**config.mk**
```make
export PLATFORM = sky130hd
export DESIGN_NAME = rom_arbiter
export DESIGN_NICKNAME = d
export VERILOG_FILES = /design/src/rtl/rom_arbiter.sv
export SDC_FILE = /design/constraint.sdc
export NUM_CORES = 1
export LEC_CHECK = 0
export ABC_AREA = 0
export BUFFER_PORTS_ARGS = -buffer_cell sky130_fd_sc_hd__clkbuf_2
export CAP_MARGIN = 10
export CORE_ASPECT_RATIO = 1.25
export CORE_MARGIN = 4
export CORE_UTILIZATION = 41
export DETAILED_ROUTE_END_ITERATION = 10
export PLACE_DENSITY_LB_ADDON = 0.3
export RECOVER_POWER = 50
export SLEW_MARGIN = 0
export SYNTH_ARGS = -nofsm -noshare
export SYNTH_HDL_FRONTEND = slang
export SYNTH_SLANG_ARGS = --single-unit
```
**constraint.sdc**
```tcl
create_clock -name clk -period 1.95 [get_ports clk]
set_clock_uncertainty 0.2 [all_clocks]
set_input_delay 0 -clock clk [delete_from_list [all_inputs] [get_ports clk]]
set_output_delay 0 -clock clk [all_outputs]
set_load 0.005 [all_outputs]
```
**src/rtl/rom_arbiter.sv**
```systemverilog
// rom_arbiter: round-robin burst arbiter sharing one synchronous-read ROM
// between N_REQ requesters. Each grant issues REQ_LEN+1 consecutive ROM
// addresses; the returned words are routed to the owner with RSP_VALID pulses
// one cycle after each issue (ROM DOUT is registered).
// Optional feature macro: ROM_ARB_STATS_EN (per-requester saturating word
// counters with a registered read port STAT_SEL/STAT_CNT).
module rom_arbiter #(
    parameter int N_REQ      = 4,
    parameter int ADDR_WIDTH = 4,
    parameter int DATA_WIDTH = 8,
    parameter int LEN_WIDTH  = 3
) (
    input  logic                        clk,
    input  logic                        rst,
    input  logic [N_REQ-1:0]            REQ_VALID,
    input  logic [N_REQ*ADDR_WIDTH-1:0] REQ_ADDR,
    input  logic [N_REQ*LEN_WIDTH-1:0]  REQ_LEN,
    output logic [N_REQ-1:0]            REQ_READY,
    output logic [N_REQ-1:0]            RSP_VALID,
    output logic [DATA_WIDTH-1:0]       RSP_DATA,
    output logic                        BUSY,
    output logic [ADDR_WIDTH-1:0]       ROM_ADDR,
    input  logic [DATA_WIDTH-1:0]       ROM_DOUT
`ifdef ROM_ARB_STATS_EN
    ,
    input  logic [$clog2(N_REQ)-1:0]    STAT_SEL,
    output logic [15:0]                 STAT_CNT
`endif
);

    localparam int IDX_W = $clog2(N_REQ);

    typedef enum logic {
        IDLE  = 1'b0,
        BURST = 1'b1
    } state_t;

    state_t                 state_q, state_d;
    logic [IDX_W-1:0]       rr_q, rr_d;
    logic [IDX_W-1:0]       owner_q, owner_d;
    logic [LEN_WIDTH-1:0]   rem_q, rem_d;
    logic [ADDR_WIDTH-1:0]  addr_q, addr_d;
    logic [N_REQ-1:0]       rsp_pend_q, rsp_pend_d;

    logic                   win_found;
    logic [IDX_W-1:0]       win_idx;
    int unsigned            scan_idx;

    // Round-robin search: first set REQ_VALID bit from rr_q upward, wrapping.
    always_comb begin
        win_found = 1'b0;
        win_idx   = '0;
        scan_idx  = 0;
        for (int unsigned k = 0; k < N_REQ; k++) begin
            scan_idx = (32'(rr_q) + k) % N_REQ;
            if (!win_found && REQ_VALID[IDX_W'(scan_idx)]) begin
                win_found = 1'b1;
                win_idx   = IDX_W'(scan_idx);
            end
        end
    end

    // State register.
    always_ff @(posedge clk) begin
        if (rst) state_q <= IDLE;
        else     state_q <= state_d;
    end

    // Next-state logic: a grant starts a burst; the last issue cycle ends it.
    always_comb begin
        state_d = state_q;
        case (state_q)
            IDLE:    if (win_found) state_d = BURST;
            BURST:   if (rem_q == '0) state_d = IDLE;
            default: state_d = IDLE;
        endcase
    end

    // Datapath next values: latch the granted burst, then step the address.
    always_comb begin
        addr_d     = addr_q;
        rem_d      = rem_q;
        owner_d    = owner_q;
        rr_d       = rr_q;
        rsp_pend_d = '0;
        case (state_q)
            IDLE: begin
                if (win_found) begin
                    addr_d  = REQ_ADDR[win_idx*ADDR_WIDTH +: ADDR_WIDTH];
                    rem_d   = REQ_LEN[win_idx*LEN_WIDTH +: LEN_WIDTH];
                    owner_d = win_idx;
                    rr_d    = (win_idx == IDX_W'(N_REQ - 1)) ? '0 : win_idx + IDX_W'(1);
                end
            end
            BURST: begin
                // The word addressed this cycle returns next cycle.
                rsp_pend_d = N_REQ'(1) << owner_q;
                if (rem_q != '0) begin
                    addr_d = addr_q + ADDR_WIDTH'(1);
                    rem_d  = rem_q - LEN_WIDTH'(1);
                end
            end
            default: ;
        endcase
    end

    // Datapath registers.
    always_ff @(posedge clk) begin
        if (rst) begin
            addr_q     <= '0;
            rem_q      <= '0;
            owner_q    <= '0;
            rr_q       <= '0;
            rsp_pend_q <= '0;
        end else begin
            addr_q     <= addr_d;
            rem_q      <= rem_d;
            owner_q    <= owner_d;
            rr_q       <= rr_d;
            rsp_pend_q <= rsp_pend_d;
        end
    end

    // Outputs: grant is combinational and suppressed during reset.
    always_comb begin
        REQ_READY = '0;
        if (state_q == IDLE && win_found && !rst)
            REQ_READY = N_REQ'(1) << win_idx;
        RSP_VALID = rsp_pend_q;
        RSP_DATA  = ROM_DOUT;
        BUSY      = (state_q == BURST);
        ROM_ADDR  = addr_q;
    end

`ifdef ROM_ARB_STATS_EN
    logic [15:0] cnt_q [N_REQ];
    logic [15:0] stat_q;

    // Per-requester saturating word counters and registered read port.
    always_ff @(posedge clk) begin
        if (rst) begin
            for (int unsigned i = 0; i < N_REQ; i++) cnt_q[i] <= '0;
            stat_q <= '0;
        end else begin
            for (int unsigned i = 0; i < N_REQ; i++)
                if (rsp_pend_q[i] && cnt_q[i] != '1) cnt_q[i] <= cnt_q[i] + 16'd1;
            stat_q <= cnt_q[STAT_SEL];
        end
    end

    assign STAT_CNT = stat_q;
`endif

endmodule
```
Word level (Yosys, flattened, before mapping)
Cells that the tools add are included.
{ "word_totals": {"regBits": 16, "word_cells": 66, "in_bits": 42} }
{ "op_classes": {"shift": 4, "mul": 1, "n_bitwise": 1, "n_eq_ne": 3, "add_sub_neg": 6, "n_reduce_logical": 14, "n_lt_le_gt_ge": 4, "muxes": 27} }
{ "ops": {"columns": ["op", "count"], "rows": [
  ["16-bit by 5-bit variable part select with 4-bit output", 1],
  ["2-bit by 3-bit < comparator with 1-bit output (second input constant)", 4],
  ["4-bit two-way mux", 3],
  ["12-bit by 5-bit variable part select with 3-bit output", 1],
  ["1-bit two-way mux", 10],
  ["2-bit two-way mux", 5],
  ["1-bit binary-select mux with 2-bit select", 4],
  ["4-bit one-hot mux with 2 select lines", 1],
  ["1-bit by 2-bit left shift with 4-bit output (first input constant)", 2],
  ["3-bit two-way mux", 2],
  ["3-bit one-hot mux with 2 select lines", 1],
  ["1-bit logical AND", 5],
  ["2-bit by 1-bit adder with 2-bit output (second input constant)", 2],
  ["2-bit adder (second input constant)", 2],
  ["4-bit by 1-bit adder with 4-bit output (second input constant)", 1],
  ["1-bit logical NOT", 4],
  ["2-bit by 2-bit multiplier with 4-bit output (second input constant)", 1],
  ["2-bit AND reduction", 2],
  ["3-bit logical NOT", 1],
  ["3-bit nonzero test", 1],
  ["3-bit by 1-bit subtractor with 3-bit output (second input constant)", 1],
  ["2-bit == test (second input constant)", 1],
  ["2-bit by 1-bit != test with 1-bit output (second input constant)", 1],
  ["2-bit != test (second input constant)", 1],
  ["3 further kinds", 3]
]} }

Logic depth before layout (Yosys ltp)
{ "depth": {"word_depth": 16, "depth_mapped": 8, "depth_no_buf": 8} }

Worst setup path before layout
Ideal clock, no wire load.
{ "synth_path": {"path_kind": "register to register", "from": "register rr_q[1]", "to": "register addr_q[1], in the netlist ROM_ADDR[1]", "n_path_buf": 0, "setup_ps": 100, "path_slack_ps": -50, "stages_incl_launch_ff": 6, "t_arrival_ps": 1700, "synth_period_minus_slack_ps": 2000, "path_cell_list": "dfxtp_1 -> mux2i_1 -> nor2_1 -> nor3_4 -> mux2_4 -> a2111oi_4"} }
{ "synth_between": {"elab_chain_cells": 15} }
{ "synth_lines": {"columns": ["item", "line_no", "source"], "rows": [
  ["from (decl)", "39", "logic [IDX_W-1:0] rr_q, rr_d;"],
  ["from (signal assigned)", "119", "rr_q <= rr_d;"],
  ["parallel branches: the longest is 11 deep, another holds 2-bit by 1-bit adder with 2-bit output", null, null],
  ["2-bit two-way mux (*)", "56", "if (!win_found && REQ_VALID[IDX_W'(scan_idx)]) begin"],
  ["via win_idx[0]", "46", "logic [IDX_W-1:0] win_idx;"],
  ["16-bit by 5-bit variable part select with 4-bit output (*)", "89", "addr_d = REQ_ADDR[win_idx*ADDR_WIDTH +: ADDR_WIDTH];"],
  ["4-bit two-way mux (*)", "88", "if (win_found) begin"],
  ["4-bit one-hot mux with 2 select lines (*)", "86", "case (state_q)"],
  ["to (signal assigned)", "116", "addr_q <= addr_d;"],
  ["to (decl)", "42", "logic [ADDR_WIDTH-1:0] addr_q, addr_d;"]
]} }
Mark *: on every way through the listed nets, which the timed path passes. The select of a mux whose other input is x is not followed.
A chain may end at the register's enable or synchronous reset.

Worst setup path after layout
{ "layout_path": {"from": "register rr_q[1]", "to": "output port REQ_READY[0]"} }
{ "layout_rtl": {"columns": ["item", "line_no", "source"], "rows": [
  ["parallel branches: the longest is 11 deep, another holds 2-bit by 1-bit adder with 2-bit output", null, null],
  ["2-bit two-way mux (*)", "56", null],
  ["via win_idx[0]", "46", null],
  ["1-bit by 2-bit left shift with 4-bit output (*)", "128", "REQ_READY = N_REQ'(1) << win_idx;"],
  ["4-bit two-way mux (*)", "127", "if (state_q == IDLE && win_found && !rst)"],
  ["to (decl)", "18", "output logic [N_REQ-1:0] REQ_READY,"]
]} }
Marked as above.

==> out/qor.yml <==
run_status:
  status: "finished, violations left"
  violations: "hold timing, setup timing"
yosys:
  ys_warn_count: 0
  synth_commonest_cells: "dfxtp_1 (16), mux2i_1 (14), a21oi_1 (11)"
  synth_ff_type: "dfxtp_1"
  synth_edf_count: 0
  synth_cells: 135
  synthDistinctLibCells: 36
  yosysSeqAreaShare: 0.260
  syn_avg_cell_area_sq_um: 9.11
  syn_area_sq_mm: 0.00123
  synth_area_leaders: "dfxtp_1 (26%), mux2i_1 (11%), ha_1 (7.1%)"
  synth.ff_latch_count: 16
  synthArstFlopShare: 0
  syn_nets: 184
  synth_top_area_cell: "dfxtp_1"
  synth_top_area_frac: 0.260
  synth.most_common_cell: "dfxtp_1"
drt:
  drt-total-wl_um: 3640
  drcViolationCount: 0
  wl_per_cell_um: 14.8
  vias_per_cell: 5.33
  dr.pass1.iters: 4
  first_iter_violations: 33
  vias: 1306
  postRouteAntennaNets: 0
power_and_ir_drop:
  finalPower_mw: 1.39
  power.density_mw_per_mm2: 728
  vdd_drop_max_mv: 0.423
  p_leak_nw: 0.878
sta:
  max_slew.worst_pin.slew_ns: 0.558
  hold_viol: 1
  rsz0062_at_grt: "true"
  setup_viol: 1
  fin_crit_sh: 1.00
  holdWs_ns: -0.00245
  drv_slew: 0
  setup_ws_ns: -0.00596
  relSlewSlack: 0.625
  tns_ns: -0.00596
  layout_min_cycle_time_ns: 1.96
  fmax_ghz: 0.511
die:
  start_util: 0.442
  die_h_um: 69.2
  rows: 21
  dieWidth_um: 57.0
  ios: 63
  dieArea_sq_mm: 0.00395
  core-area_sq_mm: 0.00279
clock_network:
  clock-root-buffer: "clkbuf_4"
  h-tree-depth: 1
  clk-insertion-delay-late_ns: 0.29
  cts-buffers-inserted: 3
  clock_path_buffers: 2
  clkTransAtPathRegs_ns: 0.11
  cts_sinks: 16
  cts_tree: "done"
grt:
  grt_max_degree: 12
  grt_overflow_total: 0
  grt_pass1_vias: 1355
  track_usage: 0.180
  antenna_found_initial: 0
  grt_pass1_wl_um: 5820
critical_path:
  cp.arrival_ns: 1.76
  slowest_delay_ns: 0.40
  critPathLaunchType: "flip-flop"
  cp_max_fo: 6
  crit_required_ns: 1.75
  crit_chain: "mux2i_1 -> nor2_2 -> nor3_4 -> buf_6 -> inv_6 -> ha_4 -> and3_4 -> clkbuf_2"
  endpoint_kind: "output pin"
  crit_buf_inv: 3
  slowest_stage: "dfxtp_4"
  crit_family: "flip-flops"
  setup.worst_path.class: "flip-flop to output pin"
place:
  dp_hpwl_um: 2420
  post_dp_cell_area_sq_mm: 0.00144
  gp_congestion: 0.812
  io_buffers: 46
cells_and_area:
  n_antenna_cell: 0
  fin_area_sq_mm: 0.00191
  fillers: 245
  nNetsFinal: 261
  syn2layout_area_growth_pct: 55.2
  layout-drive-gt1-share: 0.436
job:
  cap_violations: 0
worst_hold_path:
  min_path_type: "input pin to flip-flop"
cell usage in the layout, fill, tap and decap left out, types with 2 or more instances in the layout:
cell,count
a2111oi_4,2
a21oi_1,8
a21oi_2,3
a31oi_1,3
and2_1,2
and3_1,5
and3_4,2
buf_4,9
buf_6,2
clkbuf_1,2
clkbuf_2,43
clkbuf_4,3
dfxtp_1,14
dlygate4sd3_1,27
ha_1,4
ha_4,3
inv_1,7
mux2_2,5
mux2_4,3
mux2i_1,14
nand2_1,9
nor2_1,7
nor2_2,2
nor2b_1,2
nor3b_1,2
nor4_1,2
o211ai_1,2
o22ai_2,2
worst reg2reg max path: cells and delay by family (launching register included):
kind	cells	cell delay [ns]
AO/OA/AOI/OAI	1	0.28
buffers and inverters	1	0.16
flip-flops	1	0.40
multiplexers	2	0.53
AND/OR/NAND/NOR	2	0.26
metrics by stage:
| stage | utilization | worst slack, ns | std cells | hold slack, ns |
|---|---|---|---|---|
| after floorplan | - | 0.0199 | 135 | -0.119 |
| after global placement | 0.517 | 0.0671 | 207 | -0.200 |
| after detailed placement | 0.517 | 0.0165 | 207 | -0.200 |
| after CTS | 0.668 | -0.0408 | 244 | 0.000590 |
| after global routing | 0.686 | -0.0652 | 245 | 0.0242 |
| final | 0.686 | -0.00596 | 245 | -0.00245 |
kinds of logic (layout without fill, tap and decap cells):
| logic type | after synthesis | after routing | synth area share |
|---|---|---|---|
| AOI/OAI and AO/OA | 26 | 26 | 0.174 |
| adders and majority gates | 7 | 7 | 0.0712 |
| buffers and inverters | 22 | 98 | 0.111 |
| DFF | 16 | 16 | 0.260 |
| muxes | 22 | 22 | 0.196 |
| and+or+nand+nor | 42 | 42 | 0.187 |
cell type report:
cell class / count / area, sq um / share of cell area
Tap cell: 34 / 42.5 / 0.0223
Multi-Input combinational cell: 97 / 863 / 0.452
Sequential cell: 16 / 325 / 0.170
Inverter: 9 / 38.8 / 0.0203
Timing Repair Buffer: 85 / 603 / 0.316
Clock buffer: 4 / 36.3 / 0.0190
flip-flops by register name, indices dropped and copies added, names as in the netlist:
signal     cells
rem_q          3
BUSY           1
ROM_ADDR       4
rr_q           2
RSP_VALID      4
owner_q        2
power breakdown:
group	switching [mW]	leakage (nW)	internal (mW)
clock	0.115	0.0210	0.114
combinational	0.339	0.724	0.378
sequential	0.0608	0.133	0.385
worst paths after layout:
path | startpoint | endpoint | slack [ns] | depth (start not counted)
worst max-delay path | rr_q[1] | REQ_READY[0] | -0.006 | 8
worst min-delay path | REQ_ADDR[1] | ROM_ADDR[1] | -0.002 | 4
worst max register to register | rr_q[1] | rem_q[1] | 0.02 | 6
worst min register to register | owner_q[1] | RSP_VALID[1] | 0.28 | 1
per-layer routing:
metal / routed length (um) / up-vias / track usage
met1: 1280 / 614 / 0.180
li1: - / 632 / -
met2: 2090 / 50 / 0.361
met3: 187 / 10 / 0.0298
met4: 76 / 0 / 0.0567
met5: 0 / - / 0
timing repair:
action,4_1_cts,5_1_grt
buffers inserted,6,1
pin swaps,7,3
hold buffers,27,0
endpoints found under the hold margin,19,0
resized for setup,17,11
setup endpoints to repair,5,11
No activity file was read; power rests on OpenSTA's default activity.
